<file path="src/rtl/mem_arb_pkg.sv">
// Shared encodings for the two-master memory port arbiter.
// Latency: n/a (types and constants only).
// Backpressure: n/a.
package mem_arb_pkg;

  // Sequencer states of the memory port
  typedef enum logic [1:0] {
    IDLE   = 2'd0,
    ACCESS = 2'd1,
    RWAIT  = 2'd2,
    RDONE  = 2'd3
  } arb_state_t;

  // Master indices
  localparam logic M_CORE = 1'b0;
  localparam logic M_DMA  = 1'b1;

  // Read latency counter width; covers RD_LAT up to 3
  localparam int LAT_W = 2;

  // One-hot strobe vector {m1, m0} for a master index
  function automatic logic [1:0] master_onehot(input logic idx);
    master_onehot = (idx == M_DMA) ? 2'b10 : 2'b01;
  endfunction

endpackage

</file>
<file path="src/rtl/arb_rr2.sv">
// Two-way request picker: round-robin on last winner, or fixed priority to master 0 with ARB_FIXED_PRIO_EN.
// Latency: purely combinational.
// Backpressure: none; the caller only consults it while able to issue.
module arb_rr2 (
  input  logic req0,
  input  logic req1,
  input  logic last,
  output logic valid,
  output logic winner
);
  import mem_arb_pkg::*;

`ifdef ARB_FIXED_PRIO_EN
  // last is irrelevant when master 0 always wins ties
  logic unused_last;
  assign unused_last = last;

  // Master 0 wins whenever it asks
  always_comb begin
    valid  = req0 | req1;
    winner = req0 ? M_CORE : M_DMA;
  end
`else
  // Lone requester wins; on a tie the master that did not win last time goes
  always_comb begin
    valid  = req0 | req1;
    winner = M_CORE;
    if (req0 && req1) begin
      winner = ~last;
    end else if (req1) begin
      winner = M_DMA;
    end
  end
`endif

endmodule

</file>
<file path="src/rtl/mem_bus_arbiter.sv">
// Shares one synchronous memory port between the core (master 0) and DMA (master 1); ARB_FIXED_PRIO_EN selects fixed priority.
// Latency: req->gnt 1 cycle from idle; gnt->rvalid RD_LAT+1 cycles; write 2 cycles, read RD_LAT+3 cycles.
// Backpressure: masters hold req until their gnt pulse; requests outside IDLE are ignored, not queued.
module mem_bus_arbiter
  import mem_arb_pkg::*;
#(
  parameter int AW     = 16,
  parameter int DW     = 16,
  parameter int RD_LAT = 1
) (
  input  logic          Clock,
  input  logic          Resetn,
  input  logic          req0,
  input  logic          w0,
  input  logic [AW-1:0] addr0,
  input  logic [DW-1:0] wdata0,
  output logic          gnt0,
  output logic          rvalid0,
  input  logic          req1,
  input  logic          w1,
  input  logic [AW-1:0] addr1,
  input  logic [DW-1:0] wdata1,
  output logic          gnt1,
  output logic          rvalid1,
  output logic [DW-1:0] rdata,
  output logic [AW-1:0] mem_addr,
  output logic [DW-1:0] mem_dout,
  output logic          mem_w,
  input  logic [DW-1:0] mem_din
);

  localparam logic [LAT_W-1:0] RD_LAT_C = LAT_W'(RD_LAT);

  arb_state_t       state;
  logic [LAT_W-1:0] lat_cnt;
  logic             last;
  logic             cur;

  logic             arb_vld;
  logic             arb_win;
  logic [AW-1:0]    sel_addr;
  logic [DW-1:0]    sel_wdata;
  logic             sel_w;
  logic [1:0]       win_oh;

  arb_rr2 u_pick (
    .req0   (req0),
    .req1   (req1),
    .last   (last),
    .valid  (arb_vld),
    .winner (arb_win)
  );

  // Steer the winning master's access fields toward the memory registers
  always_comb begin
    sel_addr  = (arb_win == M_DMA) ? addr1  : addr0;
    sel_wdata = (arb_win == M_DMA) ? wdata1 : wdata0;
    sel_w     = (arb_win == M_DMA) ? w1     : w0;
    win_oh    = master_onehot(arb_win);
  end

  // Access sequencer: registered memory port, grant and read-return strobes
  always_ff @(posedge Clock) begin
    if (!Resetn) begin
      state    <= IDLE;
      lat_cnt  <= '0;
      last     <= 1'b1;
      cur      <= M_CORE;
      gnt0     <= 1'b0;
      gnt1     <= 1'b0;
      rvalid0  <= 1'b0;
      rvalid1  <= 1'b0;
      rdata    <= '0;
      mem_addr <= '0;
      mem_dout <= '0;
      mem_w    <= 1'b0;
    end else begin
      gnt0    <= 1'b0;
      gnt1    <= 1'b0;
      rvalid0 <= 1'b0;
      rvalid1 <= 1'b0;
      case (state)
        IDLE: begin
          if (arb_vld) begin
            // Access fields are captured here only; later changes are ignored
            mem_addr <= sel_addr;
            mem_dout <= sel_wdata;
            mem_w    <= sel_w;
            gnt0     <= win_oh[0];
            gnt1     <= win_oh[1];
            last     <= arb_win;
            cur      <= arb_win;
            state    <= ACCESS;
          end
        end
        ACCESS: begin
          // A write strobe lasts exactly this one cycle
          mem_w <= 1'b0;
          if (mem_w) begin
            state <= IDLE;
          end else begin
            lat_cnt <= LAT_W'(1);
            state   <= RWAIT;
          end
        end
        RWAIT: begin
          // mem_addr stays put until the memory has produced the word
          if (lat_cnt == RD_LAT_C) begin
            rdata   <= mem_din;
            rvalid0 <= (cur == M_CORE);
            rvalid1 <= (cur == M_DMA);
            state   <= RDONE;
          end else begin
            lat_cnt <= lat_cnt + LAT_W'(1);
          end
        end
        RDONE: begin
          state <= IDLE;
        end
        default: begin
          state <= IDLE;
        end
      endcase
    end
  end

endmodule

</file>
<file path="config.mk">
export PLATFORM = sky130hd
export DESIGN_NAME = mem_bus_arbiter
export DESIGN_NICKNAME = d
export VERILOG_FILES = /design/src/rtl/mem_arb_pkg.sv /design/src/rtl/arb_rr2.sv /design/src/rtl/mem_bus_arbiter.sv
export SDC_FILE = /design/constraint.sdc
export NUM_CORES = 1
export LEC_CHECK = 0
export CAP_MARGIN = 20
export CORE_AREA = 2 2 85 87
export CTS_BUF_LIST = sky130_fd_sc_hd__clkbuf_2
export DETAILED_ROUTE_END_ITERATION = 10
export DIE_AREA = 0 0 87 89
export GPL_ROUTABILITY_DRIVEN = 0
export PLACE_DENSITY = 0.78
export SYNTH_ARGS = -nofsm -noshare
export SYNTH_HDL_FRONTEND = slang
export SYNTH_SLANG_ARGS = --single-unit
</file>
<file path="constraint.sdc">
create_clock -name Clock -period 1.46 [get_ports Clock]
set_input_delay 0.292 -clock Clock [delete_from_list [all_inputs] [get_ports Clock]]
set_output_delay 0.292 -clock Clock [all_outputs]
set_load 0.1 [all_outputs]
</file>
### Yosys cells after proc, flatten, opt, wreduce, memory -nomap -nowiden

Index checks and enable logic that the tools add are counted.

| cells by class | value |
|---|---|
| add/sub/neg operators | 1 |
| $mul | 0 |
| div/mod/pow operators | 0 |
| magnitude comparators | 0 |
| eq/ne operators | 8 |
| shift-type cells | 0 |
| multiplexer cells | 15 |
| bitwise logic cells | 3 |
| reduce and logical (&&, ||, !) cells | 11 |

Operators by type and width:

| cell | count |
|---|---|
| 16-bit two-way mux | 2 |
| 2-bit two-way mux | 6 |
| 3-bit AND reduction | 3 |
| 2-bit != test, second input constant | 4 |
| 2-bit case mux with 4 select lines | 1 |
| 2-bit AND reduction | 4 |
| 2-bit by 1-bit == test with 1-bit output, second input constant | 2 |
| 2-bit == test, second input constant | 2 |
| 1-bit two-way mux | 4 |
| 2-bit case mux with 2 select lines | 1 |
| 2-bit nonzero test | 2 |
| 2-bit by 1-bit adder with 2-bit output, second input constant | 1 |
| 2-bit zero test | 1 |
| 1-bit NOT | 2 |
| 1-bit case mux with 2 select lines | 1 |
| 1-bit logical AND | 1 |
| 1-bit bitwise OR | 1 |

| storage, ports and cells | value |
|---|---|
| flip-flop bits (word level) | 59 |
| latch bits | 0 |
| RAM bits | 0 |
| bits in read-only memories | 0 |
| input port bits | 86 |
| word-level logic and storage cells | 50 |
| memories | 0 |

### Logic depth before layout (Yosys ltp)

| depth | value |
|---|---|
| depth after elaboration | 5 |
| gate-level depth with buffers | 7 |

### By module

A second synthesis with hierarchy kept.

| second synthesis, totals | value |
|---|---|
| cells, all modules | 225 |
| area total of the unflattened synthesis | 2348.5 um^2 |

Modules (own cells, without submodules):

| module | times used | cells an instance | area an instance (um^2) |
|---|---|---|---|
| mem_bus_arbiter | 1 | 223 | 2334.7 |
| arb_rr2 | 1 | 2 | 13.8 |

### Worst setup path after synthesis

OpenSTA, ideal clock, no wires.

| timing path | value |
|---|---|
| kind | reg2reg |
| start point | register mem_w |
| end point | register lat_cnt[1] |
| library setup time | 0.114 ns |
| arrival time | 1.432 ns |
| slack | -0.087 ns |
| stages on the path, launching flop included | 3 |
| buffers on the path | 0 |
| clock period less this slack | 1.547 ns |
| path through | dfxtp_1 -> nor2_1 -> a2111oi_0 |

| between the ends | value |
|---|---|
| cells in the longest elaborated chain, start to end | 2 |

RTL lines:

| element | RTL line | source |
|---|---|---|
| from (decl) | mem_bus_arbiter.sv:28 | `output logic mem_w,` |
| from (signal assigned) | mem_bus_arbiter.sv:88 | `mem_w <= sel_w;` |
| 2-bit != test (no line) | -- |  |
| 3-bit AND reduction (no line) | -- |  |
| to (signal assigned) | mem_bus_arbiter.sv:114 | `lat_cnt <= lat_cnt + LAT_W'(1);` |
| to (decl) | mem_bus_arbiter.sv:35 | `logic [LAT_W-1:0] lat_cnt;` |

No other way between the ends.
A chain may end at the register's enable or synchronous reset.

### Worst setup path after layout

| timing path | value |
|---|---|
| start point | register mem_addr[3] |
| end point | output mem_addr[3] |

RTL lines:

| element | RTL line | source |
|---|---|---|
| from (decl) | mem_bus_arbiter.sv:26 | `output logic [AW-1:0] mem_addr,` |
| from (signal assigned) | mem_bus_arbiter.sv:86 | `mem_addr <= sel_addr;` |

No word-level cell between the ends.

==> results <==
[cell families (layout without fill, tap and decap cells)]
kind of cell | after synthesis | after routing | synth area share, %
muxes | 5 | 5 | 2.23
AOI/OAI and AO/OA | 62 | 62 | 21.4
adders and majority gates | 1 | 1 | 0.558
buffers and inverters | 23 | 173 | 4.35
and+or+nand+nor | 80 | 80 | 18.8
DFF | 59 | 59 | 52.7
[through the flow]
step           power (uW)  instances
2_1_floorplan        3180        230
5_1_grt              5140        460
6_report             4920        460
3_3_place_gp         4170        445
3_5_place_dp         4190        445
4_1_cts              4960        460
[area by class of cell]
type                            count  area (um^2)  share of cell area, %
Inverter                            3         11.3                  0.255
Clock inverter                      5         21.3                  0.481
Timing Repair Buffer              155         2080                   47.0
Tap cell                           80          100                   2.26
Multi-Input combinational cell    148          980                   22.1
Clock buffer                       10         50.0                   1.13
Sequential cell                    59         1180                   26.8
[metal layers]
layer  track usage [%]  share of wire [%]
met5                 0                  0
met4              7.39                1.8
met2              32.5                 53
met3              4.34                5.6
met1              22.5                 40
[power groups by stage]
stage	sequential [uW]	clock [uW]	combinational [uW]
2_1_floorplan	2840	0	342
3_3_place_gp	1970	0	2190
3_5_place_dp	1970	0	2220
4_1_cts	1940	795	2220
5_1_grt	1970	873	2300
6_report	1940	753	2220
[path summary, 6_finish.rpt]
path,end,depth (start not counted),slack (ns),from
worst min register to register,rvalid0$_SDFF_PN0_,1,0.45,cur$_SDFFE_PN0P_
worst max register to register,lat_cnt[1]$_SDFFE_PN0P_,5,0.09,lat_cnt[1]$_SDFFE_PN0P_
worst min-delay path,rdata[12]$_SDFFE_PN0P_,3,0.38,mem_din[12]
worst max-delay path,mem_addr[3],1,0.07,mem_addr[3]$_SDFFE_PN0P_
[sequential cells by signal, summed over array words and instances (netlist names), named ones only]
signal and cells:
mem_dout 16, rdata 16, mem_addr 16, gnt0 1, gnt1 1, lat_cnt 2
state 1, rvalid1 1, cur 1, mem_w 1, rvalid0 1, last 1
[Yosys cell counts, types with 2 or more instances]
cell type / number / area [um^2]
sky130_fd_sc_hd__dfxtp_1: 59 / 1180
sky130_fd_sc_hd__nand2_1: 33 / 124
sky130_fd_sc_hd__and3_1: 31 / 194
sky130_fd_sc_hd__a221o_1: 29 / 290
sky130_fd_sc_hd__a21oi_1: 23 / 115
sky130_fd_sc_hd__clkbuf_1: 11 / 41.3
sky130_fd_sc_hd__buf_2: 9 / 45.0
sky130_fd_sc_hd__mux2i_1: 5 / 50.1
sky130_fd_sc_hd__a211oi_1: 4 / 30.0
sky130_fd_sc_hd__inv_1: 3 / 11.3
sky130_fd_sc_hd__nand2b_1: 3 / 18.8
sky130_fd_sc_hd__nor2_1: 3 / 11.3
sky130_fd_sc_hd__and2_1: 2 / 12.5
sky130_fd_sc_hd__o21a_1: 2 / 15.0
[placed cells by master (no fill, tap or decap), drive strengths merged]
cell type | Yosys | routed
a2111oi | 1 | 1
a211oi | 4 | 4
a21boi | 1 | 1
a21o | 1 | 1
a21oi | 23 | 23
a221o | 29 | 29
and2 | 2 | 2
and3 | 31 | 31
and3b | 1 | 1
buf | 9 | 70
clkbuf | 11 | 10
clkdlybuf4s50 | 0 | 85
clkinv | 0 | 5
dfxtp | 59 | 59
ha | 1 | 1
inv | 3 | 3
mux2i | 5 | 5
nand2 | 33 | 33
nand2b | 3 | 3
nand3b | 1 | 1
nor2 | 4 | 4
nor2b | 1 | 1
nor3 | 1 | 1
nor3b | 2 | 2
o21a | 2 | 2
o21ai | 1 | 1
or2 | 1 | 1
[timing repair]
action                     4_1_cts  5_1_grt
setup endpoints to repair       18       32
hold buffers                     0        0
resized for setup                1        4
==> run summary <==
TIMING
----------------------------------------------------------------------------
Tcrit/Tclk final                                                       95.0%
Worst max-slew margin expressed relative to the limit                  80.7%
Transition at the pin with the smallest max-transition slack        0.289 ns
Finish-stage setup viols                                                   0
Final-report max-slew violation count                                      0
Achievable clock frequency                                           721 MHz
Worst hold-check slack                                              0.380 ns
Final hold violation count                                                 0
Total Neg Setup Slack                                                   0 ns
Clk_skew                                                           0.0152 ns
Time the worst path needs with I/O delays and setup                  1.39 ns
Crit path setup slack, layout                                      0.0734 ns

DIE
----------------------------------------------------------------------------
CORE AREA                                                          6720 um^2
Starting utilization of the core area                                  33.4%
Die Y-Extent                                                           89 um
Die Outline Area                                                   7740 um^2
Width of the chip                                                      87 um
Standard-cell row count                                                   30
Top Ports                                                                139

LOGIC SYNTHESIS
----------------------------------------------------------------------------
Number of nets produced by synthesis                                     317
Syn avg cell area                                                  9.74 um^2
Flip-flop and latch count after synthesis                                 59
Number of warnings printed during yosys synthesis                          0
Sequential-to-total area share from yosys stat                         52.7%
Most instantiated flip-flop cell in the synthesis netlist       sky130_fd_sc_hd__dfxtp_1
Number of enable flip-flop cells after synthesis                           0
Synth unique cells                                                        27
Synthesized instance count                                               230
FFs w/ async S/R, synth                                                   0%
Syn Std Cell Area                                                  2240 um^2

GLOBAL ROUTING
----------------------------------------------------------------------------
Number of global-route vias before repair                               2274
Global-route wire length before repair                              11300 um
Largest net degree at the start of global routing                         31
Total Routing Usage GR                                                 18.7%
Antenna violations before repair                                           0
Overflow after GRT                                                         0

PLACE
----------------------------------------------------------------------------
DP HPWL                                                              5510 um
Buffers on Ports                                                         138
Worst slack at placement                                           -0.294 ns
Placed inst area                                                   4340 um^2

CLOCK TREE
----------------------------------------------------------------------------
Buffer depth of the longest clock path                                     2
Root buf cell                                                   sky130_fd_sc_hd__clkbuf_2
CTS tree                                                                 yes
Clock latency on the worst-skew pair                                 0.46 ns
Post-CTS setup buffers                                                     0
CTS Sinks                                                                 59
Total CTS buffers                                                          9
Number of H-tree levels                                                    3
Clock-pin transition on the worst setup and hold timing paths        0.17 ns

SETUP PATH
----------------------------------------------------------------------------
Kind of cell adding the most delay to the critical path           flip-flops
WP data arrival                                                      1.09 ns
Buffers & Inverters on Critical Path                                       1
Max stage delay cell, worst path                                sky130_fd_sc_hd__dfxtp_1
Data required time of the critical path                              1.17 ns
Delay of the slowest cell on the worst path                          0.44 ns
Critical setup path kind                                        flop to primary output
Cell-by-cell trace of the critical path                               buf_12
Kind of end point of the critical path                          primary output
Startpoint Class                                                        flop
Largest fanout on the critical path                                        2

PWR
----------------------------------------------------------------------------
Maximum vdd drop                                                      710 uV
Sequential power share                                                 39.5%
Internal power                                                       2900 uW
Switching power summed over all nets                                 2020 uW
P per Cell Area                                                 1110 nW/um^2
Net switching share of the total power                                 41.1%
Leakage power figure                                              0.00184 uW
Logic pwr share                                                        45.2%
Clk pwr share                                                          15.3%

ROUTING
----------------------------------------------------------------------------
DRC violations left                                                        0
Mean routed wirelength per cell                                      15.4 um
First drt pass iteration count                                             4
Post-route antenna net violation count                                     0
Routed Wire Length                                                   7090 um
Drt first-iter violations                                                116
Vias post-DR                                                            2292
Via-to-Cell Ratio                                                       4.98

LAYOUT
----------------------------------------------------------------------------
Core Util, Final                                                       65.8%
Area growth, synth to finish                                           97.4%
Share of post-route cells with drive strength above 1                  23.7%
Post-layout net count                                                    463
Post-layout instance area                                          4420 um^2
Final-layout fill cell count                                             516
Number of inserted diodes                                                  0

FLOW RUN
----------------------------------------------------------------------------
Number of max-cap violations                                               0

STATUS
----------------------------------------------------------------------------
Run status                                                         completed

MIN PATH
----------------------------------------------------------------------------
Kind of path behind the tightest hold check                     input pin to flop

(Power assumes the default switching activity.)
